File: config.mk
export PLATFORM = sky130hd
export DESIGN_NAME = simframe_check_flat
export DESIGN_NICKNAME = d
export VERILOG_FILES = /design/src/rtl/simframe_pkg.sv /design/src/rtl/simframe_check_if.sv /design/src/rtl/simframe_lfsr.sv /design/src/rtl/simframe_check.sv /design/src/flat_wrapper.sv
export SDC_FILE = /design/constraint.sdc
export NUM_CORES = 1
export LEC_CHECK = 0
export ABC_AREA = 1
export BUFFER_PORTS_ARGS = -buffer_cell sky130_fd_sc_hd__clkbuf_2
export CAP_MARGIN = 30
export CORE_AREA = 2 2 241 243
export CTS_CLUSTER_DIAMETER = 200
export DETAILED_ROUTE_END_ITERATION = 12
export DIE_AREA = 0 0 243 245
export PLACE_DENSITY = 0.42
export SLEW_MARGIN = 30
export SYNTH_ARGS = -nofsm -noshare
export SYNTH_HDL_FRONTEND = slang
export SYNTH_HIERARCHICAL = 1
export SYNTH_SLANG_ARGS = --single-unit
export TNS_END_PERCENT = 5
File: constraint.sdc
create_clock -name clk -period 3.55 [get_ports clk]
set_clock_uncertainty 0.15 [all_clocks]
set_input_delay 1.065 -clock clk [delete_from_list [all_inputs] [get_ports clk]]
set_output_delay 1.065 -clock clk [all_outputs]
set_load 0.01 [all_outputs]
File: src/rtl/simframe_pkg.sv
// Shared constants, error-bit indices and state encoding for the simulated-frame generator/checker pair.
package simframe_pkg;

    localparam int DEF_DATA_WIDTH     = 512;
    localparam int DEF_PATTERN_WIDTH  = 32;
    localparam int DEF_CELLS_PER_ROW  = 2048;
    localparam int DEF_ROWS_PER_FRAME = 2048;
    localparam int CELLS_PER_FRAME    = DEF_CELLS_PER_ROW * DEF_ROWS_PER_FRAME;

    localparam int ERR_LANE  = 0;
    localparam int ERR_DATA  = 1;
    localparam int ERR_TLAST = 2;
    localparam int ERR_W     = 3;

    typedef enum logic {
        ST_IDLE = 1'b0,
        ST_RUN  = 1'b1
    } state_t;

    function automatic logic [31:0] sat_inc32(input logic [31:0] v);
        return (v == 32'hFFFF_FFFF) ? v : v + 32'd1;
    endfunction

endpackage

File: src/rtl/simframe_check_if.sv
// AXI-Stream link carrying the replicated-pattern frame data into the checker.
interface simframe_check_if
    import simframe_pkg::*;
#(
    parameter int DATA_WIDTH = DEF_DATA_WIDTH
);
    logic [DATA_WIDTH-1:0] tdata;
    logic                  tvalid;
    logic                  tready;
    logic                  tlast;

    modport master (output tdata, output tvalid, output tlast, input tready);
    modport slave  (input tdata, input tvalid, input tlast, output tready);
endinterface

File: src/rtl/simframe_lfsr.sv
// 16-bit Galois LFSR, reloads SEED on reset and steps while en is high; exposes bit 0.
module simframe_lfsr #(
    parameter logic [15:0] SEED = 16'hACE1,
    parameter logic [15:0] TAPS = 16'hB400
) (
    input  logic clk,
    input  logic reset,
    input  logic en,
    output logic q0
);
    logic [15:0] st;

    always_ff @(posedge clk) begin
        if (reset) begin
            st <= SEED;
        end else if (en) begin
            st <= st[0] ? ((st >> 1) ^ TAPS) : (st >> 1);
        end
    end

    assign q0 = st[0];
endmodule

File: src/rtl/simframe_check.sv
// Frame checker: verifies lane replication, per-frame pattern, TLAST placement and row/frame length.
// Latency: status (counters, flags, frame_done) updates 1 cycle after the beat.
// Backpressure: none by default; SIMFRAME_CHECK_THROTTLE_EN gates tready with an LFSR bit.
module simframe_check
    import simframe_pkg::*;
#(
    parameter int DATA_WIDTH     = DEF_DATA_WIDTH,
    parameter int PATTERN_WIDTH  = DEF_PATTERN_WIDTH,
    parameter int CELLS_PER_ROW  = DEF_CELLS_PER_ROW,
    parameter int ROWS_PER_FRAME = DEF_ROWS_PER_FRAME
) (
    input  logic                     clk,
    input  logic                     reset,
    simframe_check_if.slave          axis_in,
    input  logic                     clear,
    output logic                     frame_done,
    output logic [31:0]              frame_count,
    output logic [31:0]              error_count,
    output logic [ERR_W-1:0]         err_flags,
    output logic [PATTERN_WIDTH-1:0] cur_pattern,
    output logic                     in_frame
);
    localparam int CYCLES_PER_ROW = CELLS_PER_ROW / (DATA_WIDTH / 8);
    localparam int NLANES         = DATA_WIDTH / PATTERN_WIDTH;
    localparam int CYC_W          = (CYCLES_PER_ROW > 1) ? $clog2(CYCLES_PER_ROW) : 1;
    localparam int ROW_W          = (ROWS_PER_FRAME > 1) ? $clog2(ROWS_PER_FRAME) : 1;
    localparam logic [CYC_W-1:0] CYC_LAST = CYC_W'(CYCLES_PER_ROW - 1);
    localparam logic [ROW_W-1:0] ROW_LAST = ROW_W'(ROWS_PER_FRAME - 1);

    state_t                   state, state_nxt;
    logic [CYC_W-1:0]         cyc, cyc_nxt, cur_cyc;
    logic [ROW_W-1:0]         row, row_nxt, cur_row;
    logic [PATTERN_WIDTH-1:0] pat_nxt;
    logic [PATTERN_WIDTH-1:0] lane0;
    logic [NLANES-1:0]        lane_mis;
    logic [ERR_W-1:0]         err_vec;
    logic                     ready;
    logic                     beat;
    logic                     row_end;
    logic                     frame_end;

`ifdef SIMFRAME_CHECK_THROTTLE_EN
    logic lfsr_bit;

    simframe_lfsr #(
        .SEED (16'hACE1),
        .TAPS (16'hB400)
    ) u_lfsr (
        .clk   (clk),
        .reset (reset),
        .en    (1'b1),
        .q0    (lfsr_bit)
    );

    assign ready = !reset & lfsr_bit;
`else
    assign ready = !reset;
`endif

    assign axis_in.tready = ready;
    assign beat           = axis_in.tvalid & ready;
    assign lane0          = axis_in.tdata[PATTERN_WIDTH-1:0];
    assign in_frame       = (state == ST_RUN);

    for (genvar g = 0; g < NLANES; g++) begin : g_lane
        assign lane_mis[g] = (axis_in.tdata[g*PATTERN_WIDTH +: PATTERN_WIDTH] != lane0);
    end

    // The capture beat in IDLE is position cyc=0/row=0 of the new frame.
    always_comb begin
        cur_cyc   = (state == ST_RUN) ? cyc : '0;
        cur_row   = (state == ST_RUN) ? row : '0;
        row_end   = axis_in.tlast | (cur_cyc == CYC_LAST);
        frame_end = row_end & (cur_row == ROW_LAST);
        err_vec            = '0;
        err_vec[ERR_LANE]  = |lane_mis;
        err_vec[ERR_DATA]  = (state == ST_RUN) && (lane0 != cur_pattern);
        err_vec[ERR_TLAST] = axis_in.tlast != (cur_cyc == CYC_LAST);
    end

    always_comb begin
        state_nxt = state;
        cyc_nxt   = cyc;
        row_nxt   = row;
        pat_nxt   = cur_pattern;
        if (beat) begin
            if (state == ST_IDLE) begin
                pat_nxt   = lane0;
                state_nxt = ST_RUN;
            end
            if (row_end) begin
                cyc_nxt = '0;
                row_nxt = cur_row + 1'b1;
            end else begin
                cyc_nxt = cur_cyc + 1'b1;
                row_nxt = cur_row;
            end
            if (frame_end) begin
                state_nxt = ST_IDLE;
                row_nxt   = '0;
            end
        end
    end

    always_ff @(posedge clk) begin
        if (reset) begin
            state       <= ST_IDLE;
            cyc         <= '0;
            row         <= '0;
            cur_pattern <= '0;
            frame_done  <= 1'b0;
            frame_count <= '0;
            error_count <= '0;
            err_flags   <= '0;
        end else begin
            state       <= state_nxt;
            cyc         <= cyc_nxt;
            row         <= row_nxt;
            cur_pattern <= pat_nxt;
            frame_done  <= beat & frame_end;
            if (clear) begin
                frame_count <= '0;
                error_count <= '0;
                err_flags   <= '0;
            end else if (beat) begin
                if (frame_end) begin
                    frame_count <= frame_count + 32'd1;
                end
                if (|err_vec) begin
                    error_count <= sat_inc32(error_count);
                    err_flags   <= err_flags | err_vec;
                end
            end
        end
    end
endmodule

File: src/flat_wrapper.sv
// flat-port wrapper written by rule: the top's interface ports become plain ports
module simframe_check_flat import simframe_pkg::*;
#(
    parameter int DATA_WIDTH     = DEF_DATA_WIDTH,
    parameter int PATTERN_WIDTH  = DEF_PATTERN_WIDTH,
    parameter int CELLS_PER_ROW  = DEF_CELLS_PER_ROW,
    parameter int ROWS_PER_FRAME = DEF_ROWS_PER_FRAME
)
  (clk, reset, clear, frame_done, frame_count, error_count, err_flags, cur_pattern, in_frame, axis_in_tdata, axis_in_tvalid, axis_in_tlast, axis_in_tready);
  simframe_check_if #(.DATA_WIDTH(DATA_WIDTH)) axis_in_i ();
  input  logic clk;
  input  logic reset;
  input  logic clear;
  output logic frame_done;
  output logic [31:0] frame_count;
  output logic [31:0] error_count;
  output logic [ERR_W-1:0] err_flags;
  output logic [PATTERN_WIDTH-1:0] cur_pattern;
  output logic in_frame;
  input wire logic [$bits(axis_in_i.tdata)-1:0] axis_in_tdata;
  input wire logic [$bits(axis_in_i.tvalid)-1:0] axis_in_tvalid;
  input wire logic [$bits(axis_in_i.tlast)-1:0] axis_in_tlast;
  output wire logic [$bits(axis_in_i.tready)-1:0] axis_in_tready;
  assign axis_in_i.tdata = axis_in_tdata;
  assign axis_in_i.tvalid = axis_in_tvalid;
  assign axis_in_i.tlast = axis_in_tlast;
  assign axis_in_tready = axis_in_i.tready;
  simframe_check #(.DATA_WIDTH(DATA_WIDTH), .PATTERN_WIDTH(PATTERN_WIDTH), .CELLS_PER_ROW(CELLS_PER_ROW), .ROWS_PER_FRAME(ROWS_PER_FRAME)) u_core (.clk(clk), .reset(reset), .axis_in(axis_in_i), .clear(clear), .frame_done(frame_done), .frame_count(frame_count), .error_count(error_count), .err_flags(err_flags), .cur_pattern(cur_pattern), .in_frame(in_frame));
endmodule
==> results.yml, run 1 <==
run_status:
  status: "finished clean"
floorplan:
  rows: 88
  die_x_um: 243
  coreArea_sq_mm: 0.0570
  die_h_um: 245
  io_pins: 619
  design.die.area_sq_mm: 0.0595
  start_util_pct: 23.3
finish:
  fillers: 6559
  area_growth_syn_to_layout_pct: 35.1
  final_util_pct: 31.4
  num-nets-final: 3243
  final_layout_size_suffix_gt1_share_pct: 28.2
route:
  drtPass1Iterations: 5
  routed_wl_mm: 63.2
  via_per_inst: 4.25
  drc: 0
  antenna_left: 0
  vias: 14900
  first_iter_violations: 621
  wl_per_cell_um: 18.0
synthesis:
  yosysTopAreaCell: "xnor2_1"
  ys_ff_latch: 117
  ys_seq_area_share_pct: 17.6
  yosys_warnings: 6
  async_flop_share_pct: 0
  avgSynthCellArea_sq_um: 6.38
  synth_area_leaders: "xnor2_1 (25%), nand2_1 (18%), dfxtp_1 (18%)"
  syn_nets: 2605
  synth_edf_count: 0
  synth_area_sq_mm: 0.0133
  synth_cell_types: 42
  synthCells: 2082
  synth_top_area_share_pct: 24.6
  synth_top_flop_cell: "dfxtp_1"
global_route:
  grt_max_degree: 52
  track_usage_pct: 20.7
  grt_pass1_vias: 15000
  grt-ovfl-total: 0
  antenna_found_initial: 8
  grt_pass1_wl_mm: 92.1
power:
  leakagePower_nw: 7.96
  finalPower_mw: 4.77
  max-vdd-ir-drop_mv: 0.291
  power_density_mw_per_mm2: 266
cts:
  clkTransAtPathRegs_ps: 60
  root_buffer: "clkbuf_16"
  ctsHoldBuffers: 0
  cts.sinks: 117
  cts_inserted_buffers: 17
  clockBufferDepth: 2
  clock_latency_ps: 450
  h-tree-depth: 4
  cts_tree: "done"
worst_setup_path:
  arrival_ps: 3520
  path_class: "primary input to register"
  startpoint_type: "primary input"
  worst_setup_path_end_kind: "register"
  critPathMaxFanout: 18
  crit_required_ps: 3730
sta:
  final-setup-viol-count: 0
  min_period_over_period_pct: 94.2
  tightest_slew_ps: 633
  final-hold-violation-count: 0
  slew_headroom_pct: 57.8
  drv_slew: 0
  fmaxAchievable_mhz: 299
  min_period_ps: 3340
  setup_tns_ps: 0
placement:
  io_buffers: 618
  dpl.hpwl_mm: 55.0
  gp_congestion: 0.895
worst_hold_path:
  hp-class: "register to register"
job:
  cap_viol_max_count: 0
power by group:
group | switching, mW | internal, mW | total (mW)
Combinational | 0.806 | 0.747 | 1.55
Clock | 0.729 | 1.11 | 1.84
Sequential | 0.0346 | 1.34 | 1.38
cell type report:
class	instances	area [sq um]	share of cell area (%)
Multi-Input combinational cell	1703	9320	51.9
Timing Repair Buffer	713	4070	22.7
Sequential cell	117	2340	13.1
Tap cell	765	957	5.34
Inverter	168	631	3.52
Clock buffer	18	429	2.39
Clock inverter	14	175	0.977
Antenna cell	7	17.5	0.0977
metal layers:
layer / up-vias / part of all wire (%) / track usage, %
li1: 7692 / - / -
met1: 6711 / 43 / 24.7
met2: 442 / 50 / 37.4
met3: 57 / 5.4 / 3.86
met4: 4 / 2.4 / 6.71
met5: - / 0.052 / 0
cells in the mapped netlist, types with 3 or more instances:
cell,number
nor2_2,3
nor3_1,40
clkbuf_1,15
or2_2,6
dfxtp_1,117
o21ai_0,51
nor3b_1,8
nor2_4,3
a22oi_1,5
buf_8,9
nand3b_1,3
xnor2_1,373
nand2_1,628
nand3_1,84
buf_6,53
nor2_1,295
nor4_1,6
nand4_1,32
buf_1,3
buf_4,3
xor2_1,77
buf_12,8
a21oi_1,66
ha_1,6
inv_1,164
sequential cells by signal (all words and copies together), names as in the netlist:
signal and count:
u_core/frame_count 32, u_core/err_flags 3, u_core/cur_pattern 32, u_core/frame_done 1
u_core/error_count 32, u_core/cyc 5, u_core/in_frame 1, u_core/row 11
what timing repair did:
action	4_1_cts	5_1_grt
setup endpoints to repair	0	33
gates resized for setup	0	4
buffers inserted	0	0
through the flow:
step / hold slack [ps] / std cells / setup slack, ps / instance area, sq um
floorplan: 293 / 2082 / 487 / 13300
global placement: 287 / 3466 / -339 / 17300
detailed placement: 295 / 3466 / -363 / 17300
CTS: 304 / 3498 / 123 / 17900
global route: 327 / 3504 / -9.58 / 17900
finish: 299 / 3505 / 207 / 17900
worst max-delay path, cell delays in order:
cell      delay (ps)
clkbuf_2         220
inv_1            240
nand2_1           80
nand2_1           60
nand2_1           50
nor2_1           280
buf_4            170
nand2_1           60
nor2_2           220
nand2_1           90
nor2_1           110
nand2_1          120
nor2_4           140
nand3_4          140
buf_4            230
a21oi_1          160
nor2_1            70
kinds of logic (layout without fill, tap and decap cells):
kind of cell	Yosys count	count (layout)	synth area share (%)
AOI/OAI and AO/OA	132	132	5.27
xor gates and xnor gates	452	452	29.9
adders and majority gates	6	6	0.566
buffers and inverters	262	913	12.3
DFF	117	117	17.6
other	0	7	0
and+or+nand+nor	1113	1113	34.3
placed cells by master (no fill, tap or decap), types with 7 or more instances in the layout:
cell type	n
nor2_1	291
nor3_1	40
a21oi_1	66
clkbuf_2	618
nand4_1	32
o21ai_0	51
xor2_1	77
buf_12	21
inv_1	163
nor3b_1	8
dfxtp_1	117
nand3_1	84
buf_4	74
clkbuf_16	17
diode_2	7
xnor2_1	373
nand2_1	628
path summary, 6_finish.rpt:
kind / cells past startpoint / start / slack, ps / to
worst max register to register: 17 / u_core/in_frame / 420 / u_core/frame_count[22]
worst max-delay path: 17 / axis_in_tdata[17] / 210 / u_core/error_count[5]
worst min register to register: 2 / u_core/err_flags[1] / 300 / u_core/err_flags[1]
worst min-delay path: 2 / u_core/err_flags[1] / 300 / u_core/err_flags[1]
(Power assumes the default switching activity.)
==> run 2, diff against run 1 <==
==> constraint.sdc (replaced) <==
create_clock -name clk -period 4.3 [get_ports clk]
set_clock_uncertainty 0.15 [all_clocks]
set_input_delay 1.29 -clock clk [delete_from_list [all_inputs] [get_ports clk]]
set_output_delay 1.29 -clock clk [all_outputs]
set_load 0.01 [all_outputs]
==> run 2 against run 1 <==
  * Power down 19%
  * Non-clock buffer count is 41 lower
  * Register-to-register slack gained 550 ps
  * Final area decreased by 2.9%
  * Critical path type unchanged
  * Largest power group unchanged
==> results.yml, run 2 (synthesis gave the netlist of run 1 again) <==
run_status:
  status: "finished clean"
job:
  cap_viol_max_count: 0
route:
  antenna_left: 0
  routed_wl_mm: 61.7
  drc: 0
  vias: 14800
  drtPass1Iterations: 5
  first_iter_violations: 706
  wl_per_cell_um: 17.8
  via_per_inst: 4.29
finish:
  fillers: 6491
  final_cell_mix: "nand2_1 (628), clkbuf_2 (618), xnor2_1 (373)"
  num-nets-final: 3202
  final_layout_size_suffix_gt1_share_pct: 26.9
  final_common_cell: "nand2_1"
  largestRegisters: "u_core/cur_pattern (32), u_core/error_count (32), u_core/frame_count (32)"
  stdcell_area_sq_mm: 0.0174
  area_growth_syn_to_layout_pct: 31.2
sta:
  min_period_over_period_pct: 88.6
  rsz0062_at_grt: "false"
  setup_tns_ps: 0
  min_period_ps: 3810
  final-setup-viol-count: 0
  drv_slew: 0
  tightest_slew_ps: 688
  final-hold-violation-count: 0
  fmaxAchievable_mhz: 263
  slew_headroom_pct: 54.1
placement:
  io_buffers: 618
  postPlaceCellArea_sq_mm: 0.0168
  dpl.hpwl_mm: 53.2
  gp_congestion: 0.939
floorplan:
  coreArea_sq_mm: 0.0570
  rows: 88
  io_pins: 619
  die_x_um: 243
  die_h_um: 245
  start_util_pct: 23.3
  design.die.area_sq_mm: 0.0595
worst_setup_path:
  crit_family: "simple AND/OR/NAND/NOR gates"
  startpoint_type: "primary input"
  path_class: "primary input to register"
  worst_setup_path_end_kind: "register"
  critPathMaxFanout: 17
  max_stage_delay_ps: 490
  crit_buf_inv: 2
  critical_path.slowest_cell: "clkbuf_2"
  crit_required_ps: 4470
  crit_chain: "clkbuf_2, xnor2_1, nand2_1, nor2_1, nand2_1, nor2_1, nand2_1, nor2_1, nand2_1, nor2_4, nand3_4, buf_4, a21oi_1, nor2_1"
  arrival_ps: 3980
cts:
  clkTransAtPathRegs_ps: 60
  cts_tree: "done"
  clock_latency_ps: 430
  h-tree-depth: 4
  ctsResizeCount: 0
  post_cts_buffers: 0
  ctsHoldBuffers: 0
  cts_inserted_buffers: 17
  cts.sinks: 117
  root_buffer: "clkbuf_16"
  clockBufferDepth: 2
power:
  leakagePower_nw: 7.69
  power_density_mw_per_mm2: 222
  max-vdd-ir-drop_mv: 0.195
global_route:
  grt-ovfl-total: 0
  grt_pass1_wl_mm: 90.9
  track_usage_pct: 20.4
  antenna_found_initial: 13
  grt_max_degree: 52
  grt_pass1_vias: 14900
worst_hold_path:
  hp-class: "register to register"
## run 2: changes by cell type in the layout (fill, tap and decap cells not counted), moves of 2 or more
cell and change:
inv_6 -4, buf_12 -16, nor2_2 -2, clkinvlp_4 -2, buf_4 -25, clkbuf_8 +3
diode_2 +2, nor2_1 +3
## run 2: path summary, 6_finish.rpt
check                      start                      to  slack, ps  cells past startpoint
max             axis_in_tdata[1]   u_core/error_count[5]        490                     14
min          u_core/err_flags[2]     u_core/err_flags[2]        300                      2
max reg2reg      u_core/in_frame  u_core/frame_count[22]        970                     17
min reg2reg  u_core/err_flags[2]     u_core/err_flags[2]        300                      2
## run 2: final cells by class
type                            count  area, sq um  share of cell area (%)
Antenna cell                        9         22.5                   0.129
Clock buffer                       22          474                    2.72
Clock inverter                      8          125                   0.718
Inverter                          168          631                    3.62
Multi-Input combinational cell   1703         9300                    53.4
Sequential cell                   117         2340                    13.4
Tap cell                          765          957                    5.50
Timing Repair Buffer              672         3560                    20.4
## run 2: report_power, final
| group | switching (mW) | internal (mW) |
|---|---|---|
| clock | 0.553 | 0.950 |
| combinational | 0.643 | 0.574 |
| sequential | 0.0300 | 1.11 |
## run 2: per-layer routing
| metal | global-route usage, % | routed length (um) |
|---|---|---|
| met1 | 25.2 | 26900 |
| met2 | 34.5 | 28800 |
| met3 | 4.33 | 3760 |
| met4 | 8.37 | 2150 |
| met5 | 0 | 64 |
## run 2: per-stage QoR
stage / hold slack, ps / setup WS, ps / power [mW] / utilization, % / cells
finish: 301 / 492 / 3.86 / 30.5 / 3464
global route: 329 / 338 / 4.10 / 30.5 / 3462
CTS: 304 / 585 / 3.94 / 30.5 / 3455
detailed placement: 295 / 104 / 2.39 / 29.4 / 3425
global placement: 295 / 64.6 / 2.39 / 29.4 / 3425
floorplan: 293 / 934 / 1.93 / - / 2082
## run 2: worst register-to-register path, delay by kind of cell, from the launching register on
kind	cells	cell delay, ps
adder cells (fa/ha/maj)	3	620
buffers and inverters	4	360
flip-flops	1	430
AND/OR/NAND/NOR	10	1640
==> run 3, diff against run 2 <==
--- a/config.mk
+++ b/config.mk
@@ -13,6 +13,7 @@
 export DETAILED_ROUTE_END_ITERATION = 12
 export DIE_AREA = 0 0 243 245
 export PLACE_DENSITY = 0.42
+export REMOVE_ABC_BUFFERS = 1
 export SLEW_MARGIN = 30
 export SYNTH_ARGS = -nofsm -noshare
 export SYNTH_HDL_FRONTEND = slang
==> run 3 against run 2 <==
  * Via count is 1.0% higher
  * Non-clock buffer count shrank 5
  * Final area shrank 0.51%
  * Sequential power is essentially flat
  * Sequential share of layout area grew 0.069 points
  * Global-route usage up 1.7 points
  * Combinational power about the same
  * Cell count did not move
  * First-iteration DRC count rose by 30%
  * Worst setup slack worse by 15 ps
  * Critical endpoint is now u_core/error_count[21]
  * Highest routed layer unchanged
==> results.yml, run 3 (synthesis gave the netlist of run 1 again) <==
run_status:
  status: "finished clean"
sta:
  min_period_ps: 3820
  drv_slew: 0
  rsz0062_at_grt: "false"
  final-hold-violation-count: 0
  setup_tns_ps: 0
  min_period_over_period_pct: 88.9
  fmaxAchievable_mhz: 262
  tightest_slew_ps: 685
  timing.final.ws_setup_ps: 477
  slew_headroom_pct: 54.3
  final-setup-viol-count: 0
route:
  drtPass1Iterations: 5
  first_iter_violations: 918
  vias: 15000
  via_per_inst: 4.33
  drc: 0
  antenna_left: 0
  wl_per_cell_um: 19.5
  routed_wl_mm: 67.6
finish:
  fillers: 6545
  seq_area_sq_mm: 0.00234
  final_layout_size_suffix_gt1_share_pct: 26.7
  final_cell_mix: "nand2_1 (628), clkbuf_2 (618), xnor2_1 (373)"
  area_growth_syn_to_layout_pct: 30.5
  num-nets-final: 3197
  multi_input_area_sq_mm: 0.00931
  final_common_cell: "nand2_1"
  largestRegisters: "u_core/cur_pattern (32), u_core/error_count (32), u_core/frame_count (32)"
worst_hold_path:
  hp-class: "register to register"
cts:
  post_cts_buffers: 0
  cts.sinks: 117
  clockBufferDepth: 2
  cts_inserted_buffers: 17
  ctsHoldBuffers: 0
  ctsResizeCount: 0
  root_buffer: "clkbuf_16"
  h-tree-depth: 4
  clock_latency_ps: 440
  clkTransAtPathRegs_ps: 50
  cts_tree: "done"
power:
  max-vdd-ir-drop_mv: 0.179
  seqPwrFrac_pct: 30.2
  p_sw_mw: 1.26
  power_density_mw_per_mm2: 217
  swShare_pct: 33.5
  p_int_mw: 2.51
  finalPower_mw: 3.77
  p_comb_share_pct: 33.2
  pwr-share-clk_pct: 36.6
  leakagePower_nw: 7.62
worst_setup_path:
  path_class: "primary input to register"
  arrival_ps: 4000
  worst_setup_path_end_kind: "register"
  crit_top_cell: "nand2_1"
  startpoint_type: "primary input"
  crit_required_ps: 4480
  critical_path.slowest_cell: "clkbuf_2"
  critPathMaxFanout: 62
  max_stage_delay_ps: 310
  crit_chain: "clkbuf_2, buf_4, xor2_1, nor2_1, nand2_1, nor2_1, nand2_1, nor2_1, nand3_1, nor2_4, nand3_4, buf_12, nand2_1, nand2_1, nand2_1, nor2_1"
global_route:
  antenna_found_initial: 20
  track_usage_pct: 22.1
  grt_pass1_vias: 14800
  grt_max_degree: 63
  grt_pass1_wl_mm: 96.3
  grt-ovfl-total: 0
placement:
  pre_cts_ws_ps: 22.9
  gp_congestion: 0.913
  io_buffers: 618
  dpl.hpwl_mm: 58.2
floorplan:
  coreArea_sq_mm: 0.0570
  io_pins: 619
  rows: 88
  die_h_um: 245
  start_util_pct: 23.3
  design.die.area_sq_mm: 0.0595
  die_x_um: 243
job:
  cap_viol_max_count: 0
-- run 3: cell types whose count changed in the layout (fill, tap and decap cells not counted), moves of 2 or more --
cell	before	now
buf_4	49	45
bufinv_16	3	1
clkbuf_1	2	4
diode_2	9	13
-- run 3: layout make-up --
class | count | share of cell area [%]
timing repair buffer | 667 | 20.3
inverter | 168 | 3.64
clock buffer | 23 | 2.70
tap | 765 | 5.52
clock inverter | 8 | 0.448
multi-input combinational | 1703 | 53.7
antenna | 13 | 0.188
sequential | 117 | 13.5
-- run 3: path summary, 6_finish.rpt --
check	startpoint	endpoint	slack, ps	cells after the start
max	axis_in_tdata[0]	u_core/error_count[21]	480	16
min	u_core/err_flags[1]	u_core/err_flags[1]	300	2
max reg2reg	u_core/in_frame	u_core/frame_count[31]	1110	16
min reg2reg	u_core/err_flags[1]	u_core/err_flags[1]	300	2
-- run 3: stage by stage --
stage               instances  cell area (sq um)  hold WS (ps)  util, %
global route             3461              17300           340     30.4
detailed placement       3420              16700           301     29.4
CTS                      3451              17300           310     30.3
finish                   3464              17300           303     30.4
floorplan                1988              12300           289        -
global placement         3420              16700           303     29.4
-- run 3: per-layer routing --
layer | track usage [%] | up-vias | routed length, um
li1 | - | 7601 | -
met1 | 26.8 | 6788 | 28800
met2 | 37.7 | 509 | 32100
met3 | 5.20 | 91 | 4350
met4 | 9.00 | 8 | 2290
met5 | 0 | - | 46
-- run 3: power by group through the flow --
| stage | combinational (mW) | sequential [mW] | clock [mW] |
|---|---|---|---|
| 2_1_floorplan | 0.594 | 1.17 | 0 |
| 3_3_place_gp | 1.25 | 1.16 | 0 |
| 3_5_place_dp | 1.25 | 1.16 | 0 |
| 4_1_cts | 1.26 | 1.14 | 1.43 |
| 5_1_grt | 1.38 | 1.14 | 1.47 |
| 6_report | 1.25 | 1.14 | 1.38 |
-- run 3: critical path: cells and delay by family --
family / cells / cell delay (ps)
and+or+nand+nor: 12 / 1660
buffers and inverters: 3 / 820
xor gates and xnor gates: 1 / 170
